### src/rtl/miner_core_sha_ctrl.sv
// miner_core_sha_ctrl: sequences msa/comp/add pulses for a SHA-256 core and chains the hash across chunks
module miner_core_sha_ctrl #(
    parameter int           MSA_CYCLES  = 48,
    parameter int           COMP_CYCLES = 64,
    parameter logic [255:0] IV          = 256'h6a09e667bb67ae853c6ef372a54ff53a510e527f9b05688c1f83d9ab5be0cd19
) (
    input  logic         clk,
    input  logic         n_rst,
    input  logic [511:0] chunk_in,
    input  logic         chunk_last,
    input  logic         chunk_valid,
    output logic         chunk_ready,
    output logic         msa_en,
    output logic         comp_en,
    output logic         add_en,
    output logic [511:0] chunk,
    output logic [255:0] fh,
    input  logic [255:0] h,
    output logic [255:0] digest,
    output logic         digest_valid,
    input  logic         digest_ready,
    output logic         busy
);
    typedef enum logic [2:0] {IDLE, MSA, MSA_WAIT, COMP, COMP_WAIT, ADD, CAPT, OUT} state_t;
    state_t state, next;
    logic [6:0] cnt;
    logic last, first;
    logic [255:0] chain;
    logic accept;

    assign accept = chunk_valid && chunk_ready;
    assign fh = chain;

    always_ff @(posedge clk)
        if (!n_rst) state <= IDLE;
        else state <= next;

    always_comb begin
        next = state;
        chunk_ready = state == IDLE;
        msa_en = state == MSA;
        comp_en = state == COMP;
        add_en = state == ADD;
        digest_valid = state == OUT;
        busy = state != IDLE;
        case (state)
            IDLE:      next = accept ? MSA : IDLE;
            MSA:       next = MSA_WAIT;
            MSA_WAIT:  next = cnt == 7'(MSA_CYCLES - 1) ? COMP : MSA_WAIT;
            COMP:      next = COMP_WAIT;
            COMP_WAIT: next = cnt == 7'(COMP_CYCLES - 1) ? ADD : COMP_WAIT;
            ADD:       next = CAPT;
            CAPT:      next = last ? OUT : IDLE;
            OUT:       next = digest_ready ? IDLE : OUT;
            default:   next = IDLE;
        endcase
    end

    // counter is held at zero outside the wait states, so each wait starts from 0
    always_ff @(posedge clk)
        if (!n_rst) begin
            cnt <= '0;
            last <= 1'b0;
            first <= 1'b1;
            chain <= IV;
            chunk <= '0;
            digest <= '0;
        end else begin
            cnt <= (state == MSA_WAIT || state == COMP_WAIT) ? cnt + 7'd1 : '0;
            if (accept) begin
                chunk <= chunk_in;
                last <= chunk_last;
                if (first) chain <= IV;
            end
            if (state == CAPT) begin
                chain <= h;
                first <= last;
                if (last) digest <= h;
            end
            if (state == OUT && digest_ready) chain <= IV;
        end
endmodule

### config.mk
export PLATFORM = sky130hd
export DESIGN_NAME = miner_core_sha_ctrl
export DESIGN_NICKNAME = d
export VERILOG_FILES = /design/src/rtl/miner_core_sha_ctrl.sv
export SDC_FILE = /design/constraint.sdc
export NUM_CORES = 2
export LEC_CHECK = 0
export CORE_AREA = 3 3 702 704
export CTS_BUF_LIST = sky130_fd_sc_hd__clkbuf_8
export CTS_CLUSTER_SIZE = 40
export DETAILED_ROUTE_END_ITERATION = 6
export DIE_AREA = 0 0 705 707
export HOLD_SLACK_MARGIN = 0.06
export PLACE_DENSITY = 0.33
export SYNTH_ARGS = -nofsm -noshare
export SYNTH_HDL_FRONTEND = slang
export SYNTH_SLANG_ARGS = --single-unit
export TNS_END_PERCENT = 50
### constraint.sdc
create_clock -name clk -period 1.68 [get_ports clk]
set_input_delay 0.336 -clock clk [delete_from_list [all_inputs] [get_ports clk]]
set_output_delay 0.336 -clock clk [all_outputs]
set_load 0.005 [all_outputs]
==> metrics.md <==
| Metric | Value |
|---|---|
| Top Family by Delay on Critical Path | `buffers and inverters` |
| Hold Path End | `chunk[168]` |
| H-tree levels | `4` |
| IO Count | `1,803` |
| Crit end category | `primary output` |
| All-Layer GR Usage | `15.26%` |
| Layout area overhead | `125.3%` |
| Final core area utilization | `17.33%` |
| Row cnt | `256` |
| Worst skew pair latency | `1080 ps` |
| Final min period | `2483 ps` |
| DP Area | `65,800 sq um` |
| DP HPWL | `333.7 mm` |
| Initial antenna violation count | `246` |
| Initial Util | `7.692%` |
| Post-synth ARST share | `0%` |
| Critical path's largest stage delay | `370 ps` |
| Crit path kind | `reg2out` |
| Ys Warns | `0` |
| Hold crit path type | `in2reg` |
| Gpl congestion | `0.9349` |
| First-pass GRT wire length | `506.8 mm` |
| Slew Limit Fails | `0` |
| Post-Synthesis Cells | `4,573` |
| Fin nets | `8,414` |
| R2r startpoint | `state[1]` |
| Skew final | `103.9 ps` |
| Synth area leader | `dfxtp_1` |
| CP most frequent cell | `buf_6` |
| CP cell instances | `buf_6, or3_4, buf_6, buf_12` |
| Fmax | `402.7 MHz` |
| Slew margin rel. | `53.50%` |
| Post-synth top area share | `55.42%` |
| Synth Net Count | `5,347` |
| R2r endpoint | `chunk[438]` |
| Fraction of layout instances using a drive strength above 1 | `39.36%` |
| Max Cap Viol | `0` |
| Worst Max-Slew Pin Slew | `697.5 ps` |
| Clock Root Buffer | `clkbuf_8` |
| WL per Instance | `28.30 um` |
| Worst IR Drop VDD | `0.0006507 V` |
| Failing checks | `negative setup slack` |
| CP Buf/Inv Count | `3` |
| Routed Wire Length | `405.7 mm` |
| # DRC | `0` |
| Power density cells | `926.1 nW/um^2` |
| Synth Area per Inst | `8.184 sq um` |
| Unrepaired setup endpoints after global routing | `true` |
| Die Height | `707 um` |
| Pre-CTS setup slack | `-1071 ps` |
| Pleak | `31.45 nW` |
| Total core area | `486,500 sq um` |
| Clock-pin slew on the worst setup and hold paths | `70 ps` |
| Synth Register Bits | `1,036` |
| Area contributors post-synth | `dfxtp_1 (55%), nand2_1 (15%), a21oi_1 (12%)` |
| Status | `finished with violations` |
| DR pass1 iterations | `5` |
| Vias in the first global route | `47,413` |
| WP data arrival | `2150 ps` |
| Startpoint types | `register` |
| Via-to-Cell Ratio | `3.334` |
| Fin worst setup slack | `-803.2 ps` |
| FF-to-FF path depth | `10` |
| Slowest stage cell, crit path | `or3_4` |
| Vias post-DR | `47,785` |
| Hold Startpoint | `chunk_in[168]` |
| R2r setup slk | `-560 ps` |
| Tcrit/Tclk final | `147.8%` |
| Port bufs | `1,802` |
| CTS Sinks | `1,036` |
| Finished Cell Area | `84,330 sq um` |
| Final hold violations | `0` |
| Worst path required time | `1340 ps` |
| Iter 0 DRT Violations | `3,089` |
| Worst hold margin | `171.5 ps` |
| Fill count | `55,055` |
| Top_reg_cell synth | `dfxtp_1` |
| Hold depth | `4` |
| Distinct cell type count after synthesis | `41` |
| Largest net degree at the start of global routing | `64` |
| Clock Tree Buf Depth | `4` |
| Critical path peak fanout | `3` |
| Antenna-violating nets left | `0` |
| Synthesized area | `37,420 sq um` |
| Grt total ovfl | `0` |
| CTS buffer count | `224` |
| Post-synthesis sequential area ratio | `55.42%` |
| Die area | `498,400 sq um` |
| Die width | `705 um` |
| TritonCTS clock tree | `yes` |
| Number of synthesized flops with an enable pin | `0` |
| Setup violations, final | `2,057` |
-- synth_stat cells (2+ instances only) --
library cell,count
a21o_1,2
a22oi_1,120
a21oi_1,893
nor2b_1,2
or3_1,3
o21ai_1,104
xor2_1,2
and3_1,2
nand2_1,1540
inv_1,5
nand3_1,4
buf_1,25
dfxtp_1,1036
buf_6,53
nand2b_1,2
o22ai_1,136
xnor2_1,2
nor3_1,137
nand3b_1,122
o21ai_0,37
buf_2,126
nor2_1,6
clkbuf_1,196
-- how the worst max path moves through the flow --
stage	slack, ps	to	depth (start not counted)	start
3_5_place_dp	-1070	chunk[43]	8	chunk_valid
2_1_floorplan	50	chunk[183]	7	state[2]
3_3_place_gp	-1060	chunk[492]	8	chunk_valid
4_1_cts	-1040	busy	4	state[2]
5_1_grt	-960	busy	4	state[2]
6_report	-800	busy	4	state[2]
-- per-layer routing --
| metal | track usage [%] | part of all wire, % | vias up |
|---|---|---|---|
| li1 | - | - | 21767 |
| met2 | 25.85 | 47 | 2043 |
| met4 | 5.360 | 4.0 | 90 |
| met1 | 17.74 | 40 | 23239 |
| met3 | 5.343 | 8.5 | 646 |
| met5 | 0 | 0.14 | - |
-- metrics by stage --
step | total power, W | TNS (ps) | std cells
3_3_place_gp | 0.04430 | -578320 | 12783
3_5_place_dp | 0.04429 | -596860 | 12783
6_report | 0.07810 | -484710 | 14334
5_1_grt | 0.08176 | -691330 | 14292
4_1_cts | 0.07769 | -680790 | 14162
2_1_floorplan | 0.03247 | 0 | 4573
-- registers in the layout, indices dropped and copies added (netlist names) --
| signal | count |
|---|---|
| chunk | 512 |
| digest | 256 |
| fh | 256 |
| cnt | 7 |
| state | 3 |
| first | 1 |
| last | 1 |
-- area by class of cell --
| cell class | count | area (sq um) | area share [%] |
|---|---|---|---|
| flip-flops and latches | 1036 | 22150 | 26.27 |
| multi-input cells | 3130 | 15390 | 18.25 |
| clock inverters | 114 | 716.9 | 0.8502 |
| repair buffers | 3241 | 34090 | 40.43 |
| diodes | 92 | 230.2 | 0.2730 |
| inverters | 7 | 41.29 | 0.04896 |
| well taps | 6450 | 8070 | 9.570 |
| clock buffers | 264 | 3633 | 4.309 |
-- cell families (layout without fill, tap and decap cells) --
kind of cell	after synthesis	after routing	synth area share (%)
other cells	0	92	0
flops	1036	1036	55.42
compound gates	1297	1297	18.66
buf+inv	407	3626	5.567
xor+xnor	4	4	0.09363
simple gates	1828	1828	20.23
fa+ha+maj	1	1	0.03343
-- what timing repair did --
item / in CTS / in global routing
setup buffers: 245 / 53
hold endpoints to repair: 982 / 0
endpoints found under the setup margin: 1922 / 2054
resized for setup: 5169 / 742
hold buffers: 749 / 0
pin swaps: 7 / 46
cloned: 8 / 36
-- worst reg2reg max path: stages, from the launching register on --
cell	delay, ps
dfxtp_4	350
buf_6	110
buf_6	110
buf_6	110
or4b_4	510
buf_16	190
buf_12	230
buf_16	170
buf_12	160
nand2_1	80
a21oi_1	60
-- cells in the final DEF (no fill, tap or decap), types with 120 or more instances in the layout --
cell,Yosys,layout
nor3_1,137,136
clkdlybuf4s50_1,0,772
nand2_1,1540,1463
a21oi_1,893,820
o22ai_1,136,136
dlygate4sd3_1,0,749
buf_12,0,149
nand3b_1,122,122
dfxtp_1,1036,156
dfxtp_4,0,125
a22oi_1,120,120
dfxtp_2,0,755
buf_4,0,574
clkbuf_8,0,264
buf_6,53,827
-- where the power goes --
| group | switching, W | internal [W] | leakage [nW] |
|---|---|---|---|
| sequential | 0.00154 | 0.0264 | 8.74 |
| clock | 0.0137 | 0.0150 | 2.52 |
| combinational | 0.0110 | 0.0105 | 20.2 |
Note: power is estimated with default switching activity, not from simulation.
